File: src/rtl/pwm_pkg.sv
// Shared constants and helpers for the multi-channel PWM fader.
package pwm_pkg;

    localparam int NCH_DEF    = 3;
    localparam int NBPC_DEF   = 8;
    localparam int NBPRE_DEF  = 16;
    localparam int NBRATE_DEF = 8;
    localparam int PWM_MAX    = (2 ** NBPC_DEF) - 1;

    // Smallest select width able to address n channels (never below 1 bit).
    function automatic int clog2_ch(input int n);
        int w;
        w = 1;
        while ((2 ** w) < n) begin
            w = w + 1;
        end
        return w;
    endfunction

endpackage

File: src/rtl/pwm_fader_if.sv
// Duty-load handshake bundle between a controller and the PWM fader.
interface pwm_fader_if #(
    parameter int nbch   = 2,
    parameter int nbpc   = 8,
    parameter int nbrate = 8
);
    logic              load_valid;
    logic              load_ready;
    logic [nbch-1:0]   load_ch;
    logic [nbpc-1:0]   load_duty;
    logic [nbrate-1:0] load_rate;

    modport master (
        output load_valid, load_ch, load_duty, load_rate,
        input  load_ready
    );

    modport slave (
        input  load_valid, load_ch, load_duty, load_rate,
        output load_ready
    );
endinterface

File: src/rtl/pwm_fade_ch.sv
// One PWM channel: current/target duty, ramp divider, compare and busy flag.
module pwm_fade_ch
    import pwm_pkg::*;
#(
    parameter int nbpc   = NBPC_DEF,
    parameter int nbrate = NBRATE_DEF
) (
    input  logic              clk,
    input  logic              rst,
    input  logic              en,
    input  logic              boundary,
    input  logic              ld,
    input  logic [nbpc-1:0]   count,
    input  logic [nbpc-1:0]   ld_duty,
    input  logic [nbrate-1:0] ld_rate,
    output logic              pwm,
    output logic              busy
);

    logic [nbpc-1:0]   cur;
    logic [nbpc-1:0]   tgt;
    logic [nbrate-1:0] rate;
    logic [nbrate-1:0] rcnt;

    // A load on the boundary cycle takes priority, so cur only moves on the following boundary.
    always_ff @(posedge clk) begin
        if (rst) begin
            cur  <= '0;
            tgt  <= '0;
            rate <= '0;
            rcnt <= '0;
            pwm  <= 1'b0;
            busy <= 1'b0;
        end else begin
            pwm  <= en && (count < cur);
            busy <= (cur != tgt);
            if (ld) begin
                tgt  <= ld_duty;
                rate <= ld_rate;
                rcnt <= ld_rate;
            end else if (boundary) begin
                if (rate == '0) begin
                    cur <= tgt;
                end else if (cur != tgt) begin
                    if (rcnt > nbrate'(1)) begin
                        rcnt <= rcnt - nbrate'(1);
                    end else begin
                        cur  <= (cur < tgt) ? cur + nbpc'(1) : cur - nbpc'(1);
                        rcnt <= rate;
                    end
                end
            end
        end
    end

endmodule

File: src/rtl/pwm_fader.sv
// Multi-channel PWM generator with shared prescaler/counter and per-channel fade engines.
module pwm_fader
    import pwm_pkg::*;
#(
    parameter int nch    = NCH_DEF,
    parameter int nbpc   = NBPC_DEF,
    parameter int nbpre  = NBPRE_DEF,
    parameter int nbrate = NBRATE_DEF,
    parameter int nbch   = clog2_ch(nch)
) (
    input  logic             clk,
    input  logic             rst,
    input  logic             en,
    input  logic [nbpre-1:0] prescale,
    pwm_fader_if.slave       load,
    output logic [nch-1:0]   pwm_out,
    output logic [nch-1:0]   busy,
    output logic             period_start
);

    logic [nbpre-1:0] pcnt;
    logic [nbpc-1:0]  count;
    logic             tick;
    logic             boundary;

    assign tick         = en && !rst && (pcnt == prescale);
    assign boundary     = tick && (count == {nbpc{1'b1}});
    assign period_start = boundary;

    // Using >= lets a shrinking prescale pull pcnt back to 0 without a tick.
    always_ff @(posedge clk) begin
        if (rst) begin
            pcnt  <= '0;
            count <= '0;
        end else if (en) begin
            pcnt <= (pcnt >= prescale) ? '0 : pcnt + nbpre'(1);
            if (tick) begin
                count <= count + nbpc'(1);
            end
        end
    end

    always_ff @(posedge clk) begin
        if (rst) begin
            load.load_ready <= 1'b0;
        end else begin
            load.load_ready <= 1'b1;
        end
    end

    for (genvar i = 0; i < nch; i++) begin : g_ch
        logic ld;

        assign ld = load.load_valid && load.load_ready && (load.load_ch == nbch'(i));

        pwm_fade_ch #(
            .nbpc   (nbpc),
            .nbrate (nbrate)
        ) u_ch (
            .clk      (clk),
            .rst      (rst),
            .en       (en),
            .boundary (boundary),
            .ld       (ld),
            .count    (count),
            .ld_duty  (load.load_duty),
            .ld_rate  (load.load_rate),
            .pwm      (pwm_out[i]),
            .busy     (busy[i])
        );
    end

endmodule

File: src/flat_wrapper.sv
// flat-port wrapper written by rule: the top's interface ports become plain ports
module pwm_fader_flat import pwm_pkg::*;
#(
    parameter int nch    = NCH_DEF,
    parameter int nbpc   = NBPC_DEF,
    parameter int nbpre  = NBPRE_DEF,
    parameter int nbrate = NBRATE_DEF,
    parameter int nbch   = clog2_ch(nch)
)
  (clk, rst, en, prescale, pwm_out, busy, period_start, load_load_valid, load_load_ch, load_load_duty, load_load_rate, load_load_ready);
  pwm_fader_if #(.nbch(nbch), .nbpc(nbpc), .nbrate(nbrate)) load_i ();
  input  logic clk;
  input  logic rst;
  input  logic en;
  input  logic [nbpre-1:0] prescale;
  output logic [nch-1:0] pwm_out;
  output logic [nch-1:0] busy;
  output logic period_start;
  input wire logic [$bits(load_i.load_valid)-1:0] load_load_valid;
  input wire logic [$bits(load_i.load_ch)-1:0] load_load_ch;
  input wire logic [$bits(load_i.load_duty)-1:0] load_load_duty;
  input wire logic [$bits(load_i.load_rate)-1:0] load_load_rate;
  output wire logic [$bits(load_i.load_ready)-1:0] load_load_ready;
  assign load_i.load_valid = load_load_valid;
  assign load_i.load_ch = load_load_ch;
  assign load_i.load_duty = load_load_duty;
  assign load_i.load_rate = load_load_rate;
  assign load_load_ready = load_i.load_ready;
  pwm_fader #(.nch(nch), .nbpc(nbpc), .nbpre(nbpre), .nbrate(nbrate), .nbch(nbch)) u_core (.clk(clk), .rst(rst), .en(en), .prescale(prescale), .load(load_i), .pwm_out(pwm_out), .busy(busy), .period_start(period_start));
endmodule
File: config.mk
export PLATFORM = sky130hd
export DESIGN_NAME = pwm_fader_flat
export DESIGN_NICKNAME = d
export VERILOG_FILES = /design/src/rtl/pwm_pkg.sv /design/src/rtl/pwm_fader_if.sv /design/src/rtl/pwm_fade_ch.sv /design/src/rtl/pwm_fader.sv /design/src/flat_wrapper.sv
export SDC_FILE = /design/constraint.sdc
export NUM_CORES = 1
export LEC_CHECK = 0
export CORE_UTILIZATION = 23
export CTS_BUF_LIST = sky130_fd_sc_hd__clkbuf_4 sky130_fd_sc_hd__clkbuf_8
export DETAILED_ROUTE_END_ITERATION = 7
export GPL_TIMING_DRIVEN = 1
export PLACE_DENSITY_LB_ADDON = 0.12
export SETUP_SLACK_MARGIN = 0.2
export SLEW_MARGIN = 0
export SYNTH_ARGS = -nofsm -noshare
export SYNTH_HDL_FRONTEND = slang
export SYNTH_SLANG_ARGS = --single-unit
File: constraint.sdc
create_clock -name clk -period 3.1 [get_ports clk]
set_clock_uncertainty 0.05 [all_clocks]
set_input_delay 0.465 -clock clk [delete_from_list [all_inputs] [get_ports clk]]
set_output_delay 0.465 -clock clk [all_outputs]
set_load 0.02 [all_outputs]
==> impl_metrics.json, run 1 <==
{
  "status": "complete, no violations",
  "viasPerCell": 4.57,
  "gp_congestion": 0.746,
  "rr_startpoint": "u_core.g_ch[2].u_ch.cur[1]",
  "finalCriticalPeriod_ns": 2.87,
  "r2r_end": "u_core.g_ch[2].u_ch.cur[7]",
  "cp-start-kind": "flip-flop",
  "rsz0062_at_grt": "true",
  "seqPwrFrac_pct": 42.1,
  "drc": 0,
  "overflow": 0,
  "synth_top_area_share_pct": 31.2,
  "cpLargestDelayFamily": "compound AO/OA/AOI/OAI gates",
  "ir_worst_vdd_mv": 0.232,
  "whs_ns": 0.411,
  "drt_wl_total_um": 26000,
  "drt-pass1-iter-count": 6,
  "tightest_slew_ns": 0.785,
  "route.vias.total": 7443,
  "setup_violations": 0,
  "slowest_delay_ns": 0.40,
  "dp_hpwl_um": 19000,
  "postRouteAntennaNets": 0,
  "finalMaxSlewViolations": 0,
  "clock.fmax_mhz": 349,
  "core_sq_um": 34700,
  "area_growth_pct": 33.1,
  "clock_latency_ns": 0.45,
  "grtUsageTotal_pct": 14.5,
  "synth_top_area_cell": "dfxtp_1",
  "internal_power_mw": 2.84,
  "startpoint": "u_core.g_ch[2].u_ch.cur[1]",
  "fp-row-count": 68,
  "crit_type": "reg2reg",
  "die_x_um": 190,
  "wl_per_cell_um": 15.9,
  "grt_start_max_net_pins": 59,
  "cts-root-buf": "clkbuf_8",
  "regArea_sq_um": 2550,
  "postSynth.asyncResetShare_pct": 0,
  "die_h_um": 190,
  "maxSlewHeadroom_pct": 47.5,
  "synth_edf_count": 0,
  "tritoncts": "built",
  "hold_path_depth": 2,
  "n_antenna_cell": 0,
  "syn-mean-instance-area_sq_um": 7.92,
  "power_frac_comb_pct": 17.8,
  "rrSetupSlack_ns": 0.23,
  "clk_pin_slew_worst_paths_ns": 0.08,
  "fin_crit_sh_pct": 92.4,
  "seq_area_frac_synth_pct": 31.2,
  "antenna_found_initial": 0,
  "max_cap_violations": 0,
  "crit_chain": "ha_4 > nor2b_4 > o211ai_1 > a21oi_2 > a211o_4 > ha_4 > a211oi_4 > o21bai_2 > o41ai_2 > xnor2_1 > xnor2_1 > o221ai_1",
  "start_util_pct": 23.5,
  "power_leakage_nw": 4.39,
  "synth_top_flop_cell": "dfxtp_1",
  "r2r_cells": 12,
  "io-pin-count": 46,
  "hold_path.class": "reg2reg",
  "synth_area_leaders": "dfxtp_1 31%, ha_1 14%, nand2_1 7.1%",
  "grt_pass1_vias": 7478,
  "utilization_pct": 31.3,
  "total_power_mw": 4.01,
  "drive_gt1_share_pct": 21.0,
  "htreeDepth": 4,
  "numCtsBuffers": 17,
  "placed_area_sq_um": 9770,
  "syn-num-nets": 1161,
  "nFillCells": 3718,
  "crit_buf_inv": 0,
  "clockPowerShare_pct": 40.1,
  "hold_end": "u_core.g_ch[2].u_ch.tgt[6]",
  "layout.nets": 1293,
  "die_area_sq_um": 36200,
  "drt-initial-drc-count": 326,
  "p_sw_mw": 1.17,
  "port-buffer-count": 45,
  "ys.warnings.count": 0,
  "clockBufferDepth": 2,
  "synth_area_sq_um": 8160,
  "path_max_fanout": 4,
  "p_sw_share_pct": 29.1,
  "multi_input_area_sq_um": 5630,
  "grt_pass1_wl_um": 41100,
  "crit_arrival_ns": 3.13,
  "cts_sinks": 127,
  "synthDistinctLibCells": 66,
  "slowest_stage": "dfxtp_1",
  "min-delay-start": "u_core.g_ch[2].u_ch.tgt[6]",
  "netlist_instances": 1030,
  "worstPathRequired_ns": 3.37,
  "hold_viol": 0,
  "yosys_register_bits": 127,
  "worstSetupEndpointType": "flip-flop",
  "final_design_area_no_fill_sq_um": 10900,
  "power_density_nw_per_um2": 369
}
==> through the flow <==
step,std cells,setup slack [ns],TNS [ns]
final,1630,0.235,0
after global routing,1630,0.0672,0
after CTS,1614,0.154,0
after detailed placement,1580,-0.318,-6.40
after global placement,1580,-0.311,-5.75
after floorplan,1030,0.238,0
==> cells by family (layout without fill, tap and decap cells) <==
group | count (synthesis) | after routing | synth area share, %
AO/OA/AOI/OAI | 249 | 249 | 19.1
XOR/XNOR | 44 | 44 | 4.72
adder cells (fa/ha/maj) | 93 | 93 | 14.5
buffers and inverters | 123 | 268 | 6.04
flip-flops | 127 | 127 | 31.2
multiplexers | 28 | 28 | 3.50
AND/OR/NAND/NOR | 366 | 366 | 20.9
==> how the worst max path moves through the flow <==
stage                                       to  slack [ns]  cells past startpoint
detailed placement                period_start       -0.32                      8
CTS                 u_core.g_ch[2].u_ch.cur[7]        0.15                     13
floorplan           u_core.g_ch[0].u_ch.cur[5]        0.24                     13
global placement                  period_start       -0.31                      8
finish              u_core.g_ch[2].u_ch.cur[7]        0.23                     12
global route        u_core.g_ch[2].u_ch.cur[7]        0.07                     12
==> what timing repair did <==
action / in CTS / in global routing
cloned: 0 / 1
gates resized for setup: 34 / 83
setup buffers: 2 / 15
hold buffers: 0 / 0
setup endpoints to repair: 11 / 29
pin swaps: 21 / 57
==> flip-flops by register name, summed over array words and instances, names as in the netlist <==
| signal | count |
|---|---|
| u_core.g_ch.u_ch.rcnt | 24 |
| u_core.g_ch.u_ch.cur | 24 |
| u_core.count | 8 |
| u_core.g_ch.u_ch.rate | 24 |
| u_core.g_ch.u_ch.busy | 3 |
| u_core.load.load_ready | 1 |
| u_core.g_ch.u_ch.tgt | 24 |
| u_core.g_ch.u_ch.pwm | 3 |
| u_core.pcnt | 16 |
==> worst register-to-register path: stages (launching register included) <==
cell,delay (ns)
dfxtp_1,0.40
ha_4,0.23
nor2b_4,0.12
o211ai_1,0.20
a21oi_2,0.10
a211o_4,0.33
ha_4,0.25
a211oi_4,0.26
o21bai_2,0.13
o41ai_2,0.23
xnor2_1,0.17
xnor2_1,0.14
o221ai_1,0.14
==> final cells by class <==
cell class	count	area share, %
Clock buffer	20	2.53
Timing Repair Buffer	160	12.8
Multi-Input combinational cell	780	51.9
Tap cell	455	5.24
Clock inverter	12	1.46
Sequential cell	127	23.5
Inverter	76	2.63
==> synthesized netlist by cell type (4+ instances only) <==
| cell | instances |
|---|---|
| a2111oi_0 | 4 |
| a211oi_1 | 18 |
| a21o_1 | 27 |
| a21oi_1 | 87 |
| a311oi_1 | 15 |
| a31oi_1 | 6 |
| and3_1 | 10 |
| buf_1 | 4 |
| buf_2 | 4 |
| buf_4 | 7 |
| clkbuf_1 | 32 |
| dfxtp_1 | 127 |
| ha_1 | 90 |
| inv_1 | 75 |
| mux2_2 | 4 |
| mux2i_1 | 24 |
| nand2_1 | 154 |
| nand2b_1 | 6 |
| nand3_1 | 34 |
| nand3b_1 | 4 |
| nand4_1 | 16 |
| nor2_1 | 87 |
| nor2b_1 | 6 |
| nor3_1 | 10 |
| nor4_1 | 4 |
| o211ai_1 | 10 |
| o21a_1 | 5 |
| o21ai_0 | 45 |
| o21ai_1 | 7 |
| or3_1 | 4 |
| or4_1 | 8 |
| xnor2_1 | 16 |
| xor2_1 | 28 |
==> power by group through the flow <==
stage | logic (mW) | registers, mW | clock network [mW]
detailed placement | 0.647 | 1.72 | 0
CTS | 0.672 | 1.69 | 1.66
floorplan | 0.388 | 1.72 | 0
finish | 0.714 | 1.69 | 1.61
global placement | 0.651 | 1.72 | 0
global route | 0.795 | 1.69 | 1.73
==> routing by layer <==
metal | track usage, % | vias to the layer above | part of all wire (%)
met5 | 0 | - | 0
met4 | 2.68 | 0 | 0.72
met3 | 2.58 | 10 | 3.3
met2 | 23.6 | 96 | 46
met1 | 19.9 | 3470 | 50
li1 | - | 3867 | -
==> cells in the final DEF (no fill, tap or decap), types with 8 or more instances in the layout <==
| master | n |
|---|---|
| a21o_1 | 27 |
| dfxtp_2 | 8 |
| o21ai_0 | 34 |
| nand3_1 | 33 |
| clkbuf_8 | 20 |
| dfxtp_1 | 119 |
| ha_1 | 67 |
| inv_2 | 13 |
| a311oi_1 | 15 |
| a211oi_1 | 15 |
| and3_1 | 8 |
| xnor2_1 | 16 |
| mux2i_1 | 24 |
| nand2_1 | 152 |
| xor2_1 | 26 |
| o211ai_1 | 10 |
| nor2_1 | 87 |
| or4_1 | 8 |
| ha_4 | 22 |
| o21ai_1 | 12 |
| nor3_1 | 8 |
| nand4_1 | 16 |
| a21oi_1 | 79 |
| dlymetal6s2s_1 | 8 |
| buf_4 | 108 |
| clkdlybuf4s50_1 | 35 |
| inv_1 | 63 |
No activity file was read; power rests on OpenSTA's default activity.
==> run 2: changes to the inputs <==
- CAP_MARGIN: default -> 30
==> results of run 2 <==
Same layout as run 1: the final DEF is identical, and so are final timing and power.
